==> src/rtl/instr_fetch_unit_pkg.sv <==
// Shared definitions for the instruction fetch unit.
// Contents:
//   fetch_state_t   - fetch FSM state encoding (IDLE, WAIT, DROP)
//   INSTR_WIDTH     - native instruction/address width
//   PC_INCREMENT    - byte distance between consecutive instruction words
//   queue_has_room  - issue gating helper for the instruction queue
package instr_fetch_unit_pkg;

    typedef enum logic [1:0] {
        IDLE = 2'd0,
        WAIT = 2'd1,
        DROP = 2'd2
    } fetch_state_t;

    localparam int INSTR_WIDTH  = 32;
    localparam int PC_INCREMENT = 4;

    // A request may only be issued when its response is guaranteed a slot.
    // Only one request is ever outstanding, so one free slot (counting an
    // entry leaving this very cycle as free) is enough.
    function automatic logic queue_has_room(input logic [1:0] count,
                                            input logic       popping,
                                            input int         depth);
        return (int'(count) < depth) || popping;
    endfunction

endpackage

==> src/rtl/instr_fetch_unit_fetch_queue_2.sv <==
// fetch_queue_2: two-entry FIFO of {PC, instruction} pairs.
// Ports:
//   Clock, Reset        - rising-edge clock, asynchronous active-high reset
//   flush               - empties the queue (dominates push and pop)
//   push, push_pc,
//   push_data           - write a new entry at the tail
//   pop                 - remove the head entry (ignored when empty)
//   valid               - queue holds at least one entry
//   count               - number of entries held (0..2)
//   head_pc, head_data  - registered head entry
module fetch_queue_2 #(
    parameter int Width = 32
) (
    input  logic             Clock,
    input  logic             Reset,
    input  logic             flush,
    input  logic             push,
    input  logic [Width-1:0] push_pc,
    input  logic [Width-1:0] push_data,
    input  logic             pop,
    output logic             valid,
    output logic [1:0]       count,
    output logic [Width-1:0] head_pc,
    output logic [Width-1:0] head_data
);

    logic [Width-1:0] tail_pc;
    logic [Width-1:0] tail_data;
    logic             pop_ok;
    logic             push_ok;

    assign pop_ok  = pop && (count != 2'd0);
    assign push_ok = push && ((count != 2'd2) || pop_ok);
    assign valid   = (count != 2'd0);

    // The head lives in its own register pair so decode sees a registered
    // value. A pop shifts the tail into the head; a push lands in the head
    // when it would become the only entry, otherwise in the tail.
    always_ff @(posedge Clock or posedge Reset) begin
        if (Reset) begin
            count     <= 2'd0;
            head_pc   <= '0;
            head_data <= '0;
            tail_pc   <= '0;
            tail_data <= '0;
        end else if (flush) begin
            count <= 2'd0;
        end else begin
            case ({push_ok, pop_ok})
                2'b01: begin
                    head_pc   <= tail_pc;
                    head_data <= tail_data;
                    count     <= count - 2'd1;
                end
                2'b10: begin
                    if (count == 2'd0) begin
                        head_pc   <= push_pc;
                        head_data <= push_data;
                    end else begin
                        tail_pc   <= push_pc;
                        tail_data <= push_data;
                    end
                    count <= count + 2'd1;
                end
                2'b11: begin
                    if (count == 2'd1) begin
                        head_pc   <= push_pc;
                        head_data <= push_data;
                    end else begin
                        head_pc   <= tail_pc;
                        head_data <= tail_data;
                        tail_pc   <= push_pc;
                        tail_data <= push_data;
                    end
                end
                default: ;
            endcase
        end
    end

endmodule

==> src/rtl/instr_fetch_unit.sv <==
// instr_fetch_unit: owns the fetch PC, reads instruction words from memory
// over a req/ack handshake (one request outstanding at most) and hands them
// to decode with their PC through a two-entry queue (valid/ready).
// A redirect from execute flushes queued and in-flight work.
// Ports:
//   Clock, Reset            - rising-edge clock, asynchronous active-high reset
//   Redirect, RedirectPC    - load a new fetch PC, flush everything
//   ImemReq, ImemAddr       - registered read request and byte address
//   ImemAck, ImemData       - read response
//   InstrValid, InstrReady  - decode handshake
//   InstrData, InstrPC      - queue head
//   MisalignErr             - only when FETCH_MISALIGN_CHECK_EN is defined:
//                             a misaligned redirect target halts fetching
//                             until the next aligned redirect
// Build option: FETCH_MISALIGN_CHECK_EN
module instr_fetch_unit #(
    parameter int                  NrOfBits    = instr_fetch_unit_pkg::INSTR_WIDTH,
    parameter logic [NrOfBits-1:0] ResetVector = '0,
    parameter int                  QueueDepth  = 2
) (
    input  logic                Clock,
    input  logic                Reset,
    input  logic                Redirect,
    input  logic [NrOfBits-1:0] RedirectPC,
    output logic                ImemReq,
    output logic [NrOfBits-1:0] ImemAddr,
    input  logic                ImemAck,
    input  logic [NrOfBits-1:0] ImemData,
    output logic                InstrValid,
    input  logic                InstrReady,
    output logic [NrOfBits-1:0] InstrData,
    output logic [NrOfBits-1:0] InstrPC
`ifdef FETCH_MISALIGN_CHECK_EN
    ,
    output logic                MisalignErr
`endif
);

    import instr_fetch_unit_pkg::*;

    fetch_state_t        state;
    logic [NrOfBits-1:0] fetch_pc;
    logic [NrOfBits-1:0] redirect_target;
    logic [1:0]          count;
    logic                push;
    logic                issue;
    logic                blocked;

`ifdef FETCH_MISALIGN_CHECK_EN
    logic misaligned;
    logic misalign_err;

    assign redirect_target = RedirectPC;
    assign misaligned      = (RedirectPC[1:0] != 2'b00);
    assign blocked         = misalign_err;
    assign MisalignErr     = misalign_err;

    // Each redirect re-evaluates the alignment of its target; the error
    // flag stays set (and fetching stays halted) until an aligned one.
    always_ff @(posedge Clock or posedge Reset) begin
        if (Reset) begin
            misalign_err <= 1'b0;
        end else if (Redirect) begin
            misalign_err <= misaligned;
        end
    end
`else
    assign redirect_target = RedirectPC & ~NrOfBits'(3);
    assign blocked         = 1'b0;
`endif

    // Only a response to a live request in WAIT is queued; a response that
    // coincides with a redirect belongs to the old stream.
    assign push  = (state == WAIT) && ImemAck && !Redirect;
    assign issue = (state == IDLE) && !Redirect && !blocked &&
                   queue_has_room(count, InstrValid && InstrReady, QueueDepth);

    // Fetch FSM with registered request outputs. Redirect has priority in
    // every state; a request already on the bus is never withdrawn, so a
    // redirect without a coincident ack parks in DROP until the stale ack.
    always_ff @(posedge Clock or posedge Reset) begin
        if (Reset) begin
            state    <= IDLE;
            fetch_pc <= ResetVector;
            ImemReq  <= 1'b0;
            ImemAddr <= '0;
        end else if (Redirect) begin
            fetch_pc <= redirect_target;
            case (state)
                WAIT: begin
                    if (ImemAck) begin
                        state   <= IDLE;
                        ImemReq <= 1'b0;
                    end else begin
                        state <= DROP;
                    end
                end
                DROP: begin
                    if (ImemAck) begin
                        state   <= IDLE;
                        ImemReq <= 1'b0;
                    end
                end
                default: ;
            endcase
        end else begin
            case (state)
                IDLE: begin
                    if (issue) begin
                        ImemReq  <= 1'b1;
                        ImemAddr <= fetch_pc;
                        state    <= WAIT;
                    end
                end
                WAIT: begin
                    if (ImemAck) begin
                        fetch_pc <= fetch_pc + NrOfBits'(PC_INCREMENT);
                        ImemReq  <= 1'b0;
                        state    <= IDLE;
                    end
                end
                DROP: begin
                    if (ImemAck) begin
                        ImemReq <= 1'b0;
                        state   <= IDLE;
                    end
                end
                default: begin
                    ImemReq <= 1'b0;
                    state   <= IDLE;
                end
            endcase
        end
    end

    fetch_queue_2 #(
        .Width(NrOfBits)
    ) queue (
        .Clock    (Clock),
        .Reset    (Reset),
        .flush    (Redirect),
        .push     (push),
        .push_pc  (ImemAddr),
        .push_data(ImemData),
        .pop      (InstrValid && InstrReady),
        .valid    (InstrValid),
        .count    (count),
        .head_pc  (InstrPC),
        .head_data(InstrData)
    );

endmodule
==> config.mk <==
export PLATFORM = sky130hd
export DESIGN_NAME = instr_fetch_unit
export DESIGN_NICKNAME = d
export VERILOG_FILES = /design/src/rtl/instr_fetch_unit_pkg.sv /design/src/rtl/instr_fetch_unit_fetch_queue_2.sv /design/src/rtl/instr_fetch_unit.sv
export SDC_FILE = /design/constraint.sdc
export NUM_CORES = 1
export LEC_CHECK = 0
export CAP_MARGIN = 20
export CORE_MARGIN = 2
export CORE_UTILIZATION = 50
export DETAILED_ROUTE_END_ITERATION = 7
export GPL_TIMING_DRIVEN = 1
export PLACE_DENSITY = 0.77
export SYNTH_ARGS = -nofsm -noshare
export SYNTH_HDL_FRONTEND = slang
export SYNTH_SLANG_ARGS = --single-unit
export TNS_END_PERCENT = 10
==> constraint.sdc <==
create_clock -name Clock -period 19.6 [get_ports Clock]
set_input_delay 3.92 -clock Clock [delete_from_list [all_inputs] [get_ports Clock]]
set_output_delay 3.92 -clock Clock [all_outputs]
set_load 0.02 [all_outputs]
# Word level (Yosys, flattened, before mapping)
# Index checks and enable logic that the tools add are counted.
[totals] register_bits=197 out_inout_bits=98 wordCells=80
[op_classes] addsub=3 muxes=28 order_cmp=1 n_eq_ne=13 bitwise_logic=1 reduce_logical=25
[ops] op="2-to-1 mux 32 bit" count=11
[ops] op="case mux 32 bit (3 select lines)" count=2
[ops] op="case mux 32 bit (2 select lines)" count=2
[ops] op="adder 32 x 3 -> 32 bit (second input constant)" count=1
[ops] op="case mux 2 bit (2 select lines)" count=3
[ops] op="2-to-1 mux 2 bit" count=5
[ops] op="inequality test 2 bit (second input constant)" count=4
[ops] op="nonzero test 2 bit" count=4
[ops] op="logical AND 1 bit" count=7
[ops] op="== test 2 x 1 -> 1 bit (second input constant)" count=3
[ops] op="== test 2 bit (second input constant)" count=3
[ops] op="AND reduction 2 bit" count=3
[ops] op="AND reduction 3 bit" count=2
[ops] op="nonzero test 3 bit" count=2
[ops] op="zero test 2 bit" count=2
[ops] op="2-to-1 mux 1 bit" count=4
[ops] op="AND reduction 4 bit" count=1
[ops] op="inequality test 3 x 1 -> 1 bit (second input constant)" count=1
[ops] op="inequality test 3 bit (second input constant)" count=1
[ops] op="adder 2 x 1 -> 2 bit (second input constant)" count=1
[ops] op="logical OR 1 bit" count=2
[ops] op="< comparator 2 bit (second input constant)" count=1
[ops] op="inequality test 2 x 1 -> 1 bit (second input constant)" count=1
[ops] op="case mux 1 bit (2 select lines)" count=1
[ops] op="4 further kinds" count=4

# Depth between registers and ports, before layout
# Gate-level depths: netlist (run 1).
[depth] ltp_word=8 ltp_mapped=8 ltp_nobuf=6

# Modules after synthesis
# From an unflattened synthesis (run 1), not the netlist that was laid out.
[hier_totals] hier_cells=817 hier_area_um2=9054.9
[by_module_without_submodules] mod="fetch_queue_2" cells_per_inst=510 instances=1 area_each_um2=5819.3
[by_module_without_submodules] mod="instr_fetch_unit" cells_per_inst=307 instances=1 area_each_um2=3235.6

# Least setup slack after synthesis (run 1)
# OpenSTA, ideal clock, no wires.
[synth_path] path_type="input to register" start="input InstrReady" end="register queue.tail_data[0]" cell_stages=5 arrival_ps=5193 required_time_ps=19475 slack_ps=14282 n_path_buf=2 cell_sequence="nor3b_2 -> o21bai_1 -> clkbuf_1 -> clkbuf_1 -> mux2_2"
[synth_via] elab_chain_len=7 elab_cells_between_ends=11 classes_between="eq/ne (4); mux (1); reduce/logical (6)"
[synth_rtl] element="start, declared" line_no="instr_fetch_unit.sv:30" text="input logic InstrReady,"
[synth_rtl] element="logical AND 1 bit *" line_no="instr_fetch_unit.sv:145" text=".pop (InstrValid && InstrReady),"
[synth_rtl] element="logical AND 1 bit *" line_no="instr_fetch_unit_fetch_queue_2.sv:32" text="assign pop_ok = pop && (count != 2'd0);"
[synth_rtl] element="logical OR 1 bit" line_no="instr_fetch_unit_fetch_queue_2.sv:33" text="assign push_ok = push && ((count != 2'd2) || pop_ok);"
[synth_rtl] element="logical AND 1 bit" line_no="instr_fetch_unit_fetch_queue_2.sv:33"
[synth_rtl] element="== test 2 bit" line_no="instr_fetch_unit_fetch_queue_2.sv:49" text="case ({push_ok, pop_ok})"
[synth_rtl] element="inequality test 2 bit (no source line) or nonzero test 2 bit (tied branches)"
[synth_rtl] element="AND reduction 4 bit (no source line)"
[synth_rtl] element="end signal, assigned" line_no="instr_fetch_unit_fetch_queue_2.sv:61" text="tail_data <= push_data;"
[synth_rtl] element="end signal, assigned" line_no="instr_fetch_unit_fetch_queue_2.sv:73" text="tail_data <= push_data;"
[synth_rtl] element="end, declared" line_no="instr_fetch_unit_fetch_queue_2.sv:28" text="logic [Width-1:0] tail_data;"
# Every way passes the cells marked *; elsewhere a longest branch is shown, timed or not.
# A chain may end at the register's enable or synchronous reset.

# Worst setup path after layout (run 1)
[layout_path] start="input InstrReady" end="register queue.head_data[13]"
[layout_via] elab_chain_len=7 elab_cells_between_ends=11 classes_between="eq/ne (4); mux (1); reduce/logical (6)"
[layout_rtl] element="logical AND 1 bit *" line_no="instr_fetch_unit.sv:145"
[layout_rtl] element="logical AND 1 bit *" line_no="instr_fetch_unit_fetch_queue_2.sv:32"
[layout_rtl] element="logical OR 1 bit" line_no="instr_fetch_unit_fetch_queue_2.sv:33"
[layout_rtl] element="logical AND 1 bit" line_no="instr_fetch_unit_fetch_queue_2.sv:33"
[layout_rtl] element="== test 2 bit or == test 2 x 1 -> 1 bit (tied branches)" line_no="instr_fetch_unit_fetch_queue_2.sv:49"
[layout_rtl] element="inequality test 2 x 1 -> 1 bit (no source line) or nonzero test 3 bit (tied branches)"
[layout_rtl] element="AND reduction 3 bit (no source line)"
[layout_rtl] element="end signal, assigned" line_no="instr_fetch_unit_fetch_queue_2.sv:52" text="head_data <= tail_data;"
[layout_rtl] element="end signal, assigned" line_no="instr_fetch_unit_fetch_queue_2.sv:58" text="head_data <= push_data;"
[layout_rtl] element="end signal, assigned" line_no="instr_fetch_unit_fetch_queue_2.sv:68" text="head_data <= push_data;"
[layout_rtl] element="end, declared" line_no="instr_fetch_unit_fetch_queue_2.sv:24" text="output logic [Width-1:0] head_data"
# Marks and branches as above.

==> flow_summary.ini, run 1 <==
[logic_synthesis]
synth_top_family_by_area = simple AND/OR/NAND/NOR gates
synth_edf_count = 0
synth_cell_type_count = 50
syn_inst = 812
synth-xor-area-share_pct = 1.11
ys_async_sr_fraction_pct = 100
synthAdderAreaFrac_pct = 1.30
synth_top_flop_cell = dfrtp_1
ys_warn_count = 0
synth-compound-area-share_pct = 12.8
synth.area.mux_share_pct = 12.2
syn_area_um2 = 8650
synth_common_cells = dfrtp_1 (190), mux2_2 (93), nor2_1 (84)
yosysSeqAreaShare_pct = 54.9
synth-seq-cells = 190
synth_top_area_cell = dfrtp_1
synth.area.top_cells = dfrtp_1 (55%), mux2_2 (12%), a31oi_1 (5.7%)
yosysTopAreaCellShare_pct = 54.9
yosys.area_share.simple_pct = 14.1
synth_most_common_cell = dfrtp_1
syn_avg_cell_area_um2 = 10.7

[route]
num_vias = 6803
dr.pass1.iters = 5
viasPerCell = 5.78
drtIter0Drc = 461
routedWlPerCell_um = 17.8
wirelength_mm = 21.0
drc_errors = 0
detail-route-antenna-nets = 0

[floorplanning]
pin_count = 167
core_area_um2 = 17100
start_util_pct = 50.6
die_w_um = 136
num_rows = 48
die-area_um2 = 18400
die_h_um = 136

[cts]
post_cts_buffers = 0
cts_root_buf = clkbuf_16
clock_latency_ns = 0.43
cts.sinks = 190
clockBufferDepth = 2
cts-hold-fix-buffers = 0
tritoncts = done
numCtsBuffers = 17
htreeDepth = 4
postCtsResizedCells = 0
clkTransAtPathRegs_ns = 0.07

[global_routing]
grt_use_total_pct = 23.3
grt_pass1_wl_mm = 33.6
grt_antenna_before_repair = 0
grt_overflow_total = 0
grt_pass1_vias = 6517
grt_max_degree = 114

[sta]
timing.hold.ws_ns = 0.499
period_needed_ns = 6.32
slew_viol_final = 0
relSlewSlack_pct = 29.2
setup-violations-final = 0
period_share_pct = 32.2
fin_setup_tns_ns = 0
skew_ns = 0.00942
hold_viol = 0
rsz0062_at_grt = no
worstMarginPinSlew_ns = 1.06
fmax_mhz = 158

[final_layout]
diodes = 0
fillers = 1387
area_delta_synth_final_pct = 27.7
stdcell_count = 1178
layout-drive-gt1-share_pct = 15.8
final_nets = 1018
ff_latch_area_um2 = 4750
multi_input_area_um2 = 3660

[critical_path]
cp_max_fo = 97
r2r-start = queue.count[1]
crit_path_start = InstrReady
regToRegSetupSlack_ns = 16.36
worstSetupStartpointType = input pin
arrival_ns = 6.66
end_kind = flip-flop
worstPathRequired_ns = 19.94
worstSetupPathType = input pin to flip-flop

[place]
hpwl_mm = 13.1
gp_routability_congestion = 0.857
dp.cells = 1145
port_buffers = 162

[run_status]
outcome = finished, final reports clean

[pwr]
sequentialPowerShare_pct = 38.3
internal_power_mw = 1.13
p_switching_mw = 0.649
ir_drop_mv = 0.0770
power_frac_clock_pct = 20.4
p_sw_share_pct = 36.4
p_comb_share_pct = 41.3
p_total_mw = 1.78
power_density_nw_per_um2 = 161
p_leak_nw = 4.38

[min_path]
hold_path.startpoint = queue.tail_pc[9]
hp-class = flip-flop to flip-flop

[flow_run]
cap_violations = 0
-- metal layers --
metal | vias to the layer above | routed length, µm | part of all wire, % | track usage, %
li1 | 3202 | - | - | -
met1 | 3326 | 9560 | 46 | 32.8
met2 | 250 | 9790 | 47 | 36.5
met3 | 25 | 1190 | 5.7 | 4.04
met4 | 0 | 417 | 2.0 | 8.51
met5 | - | 0 | 0 | 0
-- state kept, by name, indices dropped and copies added, names as in the netlist --
| signal | cells |
|---|---|
| queue.head_data | 32 |
| queue.tail_data | 32 |
| queue.head_pc | 31 |
| ImemAddr | 30 |
| fetch_pc | 30 |
| queue.tail_pc | 30 |
| queue.count | 2 |
| state | 2 |
| ImemReq | 1 |
-- layout by cell type, fill, tap and decap left out, types with 6 or more instances in the layout --
cell type	count
clkdlybuf4s50_1	162
nor2_1	84
mux2_2	93
nand3_1	69
and3_1	8
ha_1	9
clkbuf_16	17
buf_4	7
o21ai_0	83
dfrtp_1	190
or4_1	9
inv_1	6
xor2_1	7
nor3_1	6
o31ai_1	9
nand4_1	9
a31oi_1	79
nand2_1	30
-- through the flow --
| stage | util, % | setup WS (ns) | area, µm² |
|---|---|---|---|
| final | 64.5 | 13.28 | 11000 |
| after global routing | 64.5 | 13.05 | 11000 |
| after CTS | 64.4 | 13.31 | 11000 |
| after detailed placement | 60.8 | 12.86 | 10400 |
| after global placement | 60.8 | 12.95 | 10400 |
| after floorplan | - | 10.51 | 8660 |
-- final timing paths --
check,end,depth (start not counted)
setup / recovery,queue.head_data[13],6
hold / removal,queue.tail_pc[9],1
setup reg to reg,queue.head_data[13],7
hold reg to reg,queue.tail_pc[9],1
max in group asynchronous,queue.tail_data[3],3
min in group asynchronous,queue.head_data[6],2
-- power by group through the flow --
| stage | Sequential, mW | Clock, mW | Combinational [mW] |
|---|---|---|---|
| 3_5_place_dp | 0.688 | 0 | 0.737 |
| 3_3_place_gp | 0.678 | 0 | 0.723 |
| 5_1_grt | 0.703 | 0.384 | 0.796 |
| 6_report | 0.682 | 0.363 | 0.736 |
| 4_1_cts | 0.681 | 0.368 | 0.740 |
| 2_1_floorplan | 0.776 | 0 | 0.322 |
-- worst max-delay path: stages --
cell,delay (ns)
clkdlybuf4s50_1,0.56
nand2b_1,0.29
a21oi_4,0.66
buf_4,0.84
nor2_1,0.13
a31oi_1,0.21
-- cells by family after synthesis --
group                    after synthesis
AND/OR/NAND/NOR                      247
AO/OA/AOI/OAI                        190
flip-flops                           190
multiplexers                          94
buffers and inverters                 70
XOR/XNOR                              11
adder cells (fa/ha/maj)                9
other                                  1
-- final cells by class --
class                           count  share of cell area (%)
Clock inverter                     14                    1.71
Clock buffer                       18                    3.88
Inverter                            8                   0.340
Multi-Input combinational cell    553                    33.1
Sequential cell                   190                    43.0
Tap cell                          225                    2.55
Timing Repair Buffer              170                    15.3
No activity file was read; power rests on OpenSTA's default activity.
==> run 2, diff against run 1 <==
- clock period: 19.6 -> 6.49 ns (I/O delays scaled with it)
==> flow_summary.ini, run 2 (synthesis gave the netlist of run 1 again) <==
[final_layout]
stdcell_count = 1179
diodes = 0
area_delta_synth_final_pct = 28.0
layout-drive-gt1-share_pct = 15.7
final_util_pct = 64.7
stdcell_area_um2 = 11100
final_common_cell = dfrtp_1
final_nets = 1019
final_cell_mix = dfrtp_1 (190), clkdlybuf4s50_1 (162), mux2_2 (93)
reg.largest.list = queue.head_data x32, queue.tail_data x32, queue.head_pc x31

[critical_path]
rr_endpoint = queue.tail_pc[14]
worstSetupStartpointType = input pin
arrival_ns = 4.12
cp_max_fo = 64
reg2reg_depth = 7
end_kind = flip-flop
worstSetupPathType = input pin to flip-flop
regToRegSetupSlack_ns = 3.21
worstPathRequired_ns = 6.80
r2r-start = queue.count[1]

[floorplanning]
start_util_pct = 50.6
num_rows = 48
die-area_um2 = 18400
die_w_um = 136
core_area_um2 = 17100
die_h_um = 136
pin_count = 167

[sta]
skew_ns = 0.00615
worstMarginPinSlew_ns = 1.03
fmax_mhz = 262
finalWorstSetupSlack_ns = 2.68
relSlewSlack_pct = 31.1
fin_setup_tns_ns = 0
slew_viol_final = 0
period_needed_ns = 3.81
setup-violations-final = 0
period_share_pct = 58.7
timing.hold.ws_ns = 0.498
hold_viol = 0
rsz0062_at_grt = no

[route]
wirelength_mm = 20.9
num_vias = 6845
routedWlPerCell_um = 17.7
viasPerCell = 5.81
detail-route-antenna-nets = 0
drtIter0Drc = 433
dr.pass1.iters = 4
drc_errors = 0

[cts]
cts_root_buf = clkbuf_16
htreeDepth = 4
tritoncts = done
postCtsResizedCells = 0
clockBufferDepth = 2
cts-hold-fix-buffers = 0
numCtsBuffers = 17
cts.sinks = 190
clock_latency_ns = 0.43
post_cts_buffers = 0
clkTransAtPathRegs_ns = 0.06

[global_routing]
grt_pass1_vias = 6602
grt_max_degree = 137
grt_antenna_before_repair = 0
grt_overflow_total = 0
grt_use_total_pct = 23.6
grt_pass1_wl_mm = 34.1

[place]
hpwl_mm = 13.3
gp_routability_congestion = 0.830
place_area_um2 = 10400
pre_cts_ws_ns = 2.23
port_buffers = 162
dp.cells = 1146

[pwr]
power_density_nw_per_um2 = 488
p_total_mw = 5.40
ir_drop_mv = 0.268
p_leak_nw = 4.38

[min_path]
hold_path.startpoint = queue.tail_data[4]
holdPathStages = 1
hp-class = flip-flop to flip-flop
holdPathEnd = queue.tail_data[4]

[flow_run]
cap_violations = 0

[run_status]
outcome = finished, final reports clean
run 2: cell count changes in the layout (fill, tap and decap cells not counted), sizes merged:
cell,delta
clkbuf,+5
clkinv,-3
clkinvlp,+2
buf,+1
inv,-4
run 2: metal layers:
metal / GRT usage (%) / part of all wire [%]
met5: 0 / 0
met4: 8.56 / 1.8
met3: 4.19 / 6.3
met2: 36.8 / 47
met1: 33.3 / 45
run 2: layout make-up:
| type | instances | area (µm²) |
|---|---|---|
| Inverter | 8 | 37.5 |
| Tap cell | 225 | 282 |
| Clock buffer | 23 | 478 |
| Clock inverter | 9 | 158 |
| Timing Repair Buffer | 171 | 1700 |
| Multi-Input combinational cell | 553 | 3660 |
| Fill cell | 1414 | 6040 |
| Sequential cell | 190 | 4750 |
run 2: how the worst max path moves through the flow:
stage               start             endpoint  cells past startpoint
2_1_floorplan       Reset         ImemAddr[10]                      1
3_3_place_gp   InstrReady    queue.tail_pc[18]                      6
3_5_place_dp   InstrReady  queue.tail_data[15]                      6
4_1_cts        InstrReady    queue.tail_pc[14]                      6
5_1_grt        InstrReady    queue.tail_pc[24]                      6
6_report       InstrReady    queue.tail_pc[14]                      6
run 2: report_power, final:
part	internal, mW	switching (mW)	total, mW
logic	1.07	1.15	2.22
clock network	0.677	0.442	1.12
registers	1.70	0.358	2.06
total	3.45	1.95	5.40
run 2: critical path, cell delays in order:
cell and delay (ns):
clkdlybuf4s50_1 0.49, nor3b_4 0.19, buf_4 0.33, o21bai_4 0.82, buf_4 0.56, mux2_2 0.39
==> run 3, diff against run 2 <==
- CORE_UTILIZATION: 50 -> 47
- PLACE_DENSITY: 0.77 -> 0.76
- clock period: 6.49 -> 3.5 ns (I/O delays scaled with it)
==> flow_summary.ini, run 3 (synthesis gave the netlist of run 1 again) <==
[place]
port_buffers = 162
hpwl_mm = 14.1
gp_routability_congestion = 0.847

[route]
drtIter0Drc = 456
routedWlPerCell_um = 18.2
detail-route-antenna-nets = 0
viasPerCell = 5.79
wirelength_mm = 21.6
dr.pass1.iters = 5
drc_errors = 0
num_vias = 6893

[critical_path]
crit_chain = inv_1 -> ha_1 -> nand2b_1 -> a21o_2 -> o21ai_0 -> a31oi_1
critPathBufInv = 1
critPathMaxStageDelay_ns = 0.94
end_kind = flip-flop
crit_path_start = queue.count[1]
worstSetupPathType = flip-flop to flip-flop
critPathSlowestCell = a21o_2
r2r-start = queue.count[1]
cp_max_fo = 62
cp_top_family = compound AO/OA/AOI/OAI gates
worstSetupStartpointType = flip-flop
worstPathRequired_ns = 3.85
arrival_ns = 3.26

[cts]
numCtsBuffers = 17
clock_latency_ns = 0.43
tritoncts = done
clkTransAtPathRegs_ns = 0.07
cts_root_buf = clkbuf_16
post_cts_buffers = 0
cts-hold-fix-buffers = 0
htreeDepth = 4
clockBufferDepth = 2
cts.sinks = 190
postCtsResizedCells = 0

[sta]
skew_ns = 0.00809
period_needed_ns = 2.91
hold_viol = 0
setup-violations-final = 0
relSlewSlack_pct = 25.8
fin_setup_tns_ns = 0
period_share_pct = 83.2
rsz0062_at_grt = no
timing.hold.ws_ns = 0.501
fmax_mhz = 344
slew_viol_final = 0
worstMarginPinSlew_ns = 1.11

[final_layout]
reg.largest.list = queue.head_data x32, queue.tail_data x32, queue.head_pc x31
final_common_cell = dfrtp_1
layout-drive-gt1-share_pct = 16.6
final_cell_mix = dfrtp_1 (190), clkdlybuf4s50_1 (162), mux2_2 (93)
fillers = 1493
area_delta_synth_final_pct = 29.1
diodes = 0
final_nets = 1026

[floorplanning]
die_h_um = 140
die-area_um2 = 19500
core_area_um2 = 18000
pin_count = 167
num_rows = 49
start_util_pct = 48.0
die_w_um = 140

[global_routing]
grt_antenna_before_repair = 0
grt_pass1_vias = 6802
grt_max_degree = 103
grt_overflow_total = 0
grt_pass1_wl_mm = 35.2
grt_use_total_pct = 22.3

[pwr]
p_total_mw = 10.1
p_leak_nw = 4.42
ir_drop_mv = 0.500
power_density_nw_per_um2 = 901

[flow_run]
cap_violations = 0

[min_path]
hold_path.startpoint = queue.tail_pc[15]
hp-class = flip-flop to flip-flop

[run_status]
outcome = finished, final reports clean
## run 3: cell count changes in the layout (fill, tap and decap cells not counted)
| cell | delta |
|---|---|
| buf_12 | +5 |
| inv_6 | +4 |
| clkbuf_1 | -3 |
| buf_4 | +2 |
| clkbuf_8 | -2 |
| bufinv_16 | -1 |
| clkinv_4 | +1 |
| clkinvlp_4 | +1 |
## run 3: layout make-up
| cell class | instances | area, µm² | area share (%) |
|---|---|---|---|
| repair buffers | 178 | 1820 | 16.3 |
| clock inverters | 14 | 183 | 1.63 |
| well taps | 229 | 287 | 2.56 |
| flip-flops and latches | 190 | 4750 | 42.5 |
| inverters | 8 | 33.8 | 0.302 |
| multi-input cells | 553 | 3660 | 32.8 |
| clock buffers | 18 | 439 | 3.93 |
## run 3: final timing paths
kind | endpoint | slack [ns] | cells past startpoint
max | queue.head_data[23] | 0.59 | 6
min | queue.tail_pc[15] | 0.50 | 1
max reg2reg | queue.head_data[23] | 0.59 | 6
min reg2reg | queue.tail_pc[15] | 0.50 | 1
max in group asynchronous | queue.tail_pc[9] | 2.21 | 3
min in group asynchronous | queue.head_pc[22] | 0.78 | 3
## run 3: report_power, final
group          switching, mW  internal, mW
Clock                  0.869          1.16
Sequential             0.682          3.16
Combinational           2.16          2.04
Total                   3.72          6.35
## run 3: layer usage
layer	global-route usage (%)	routed length, µm	up-vias
li1	-	-	3219
met1	31.2	9830	3415
met2	34.9	10300	231
met3	4.58	1110	28
met4	7.68	395	0
met5	0	0	-
## run 3: through the flow
step           instance area, µm²  utilization [%]  std cells  setup WS, ns
2_1_floorplan                8660                -        813         0.352
3_3_place_gp                10600             58.5       1158         0.453
3_5_place_dp                10600             58.5       1158         0.389
4_1_cts                     11200             62.0       1190         0.583
5_1_grt                     11200             62.0       1190         0.371
6_report                    11200             62.0       1190         0.589
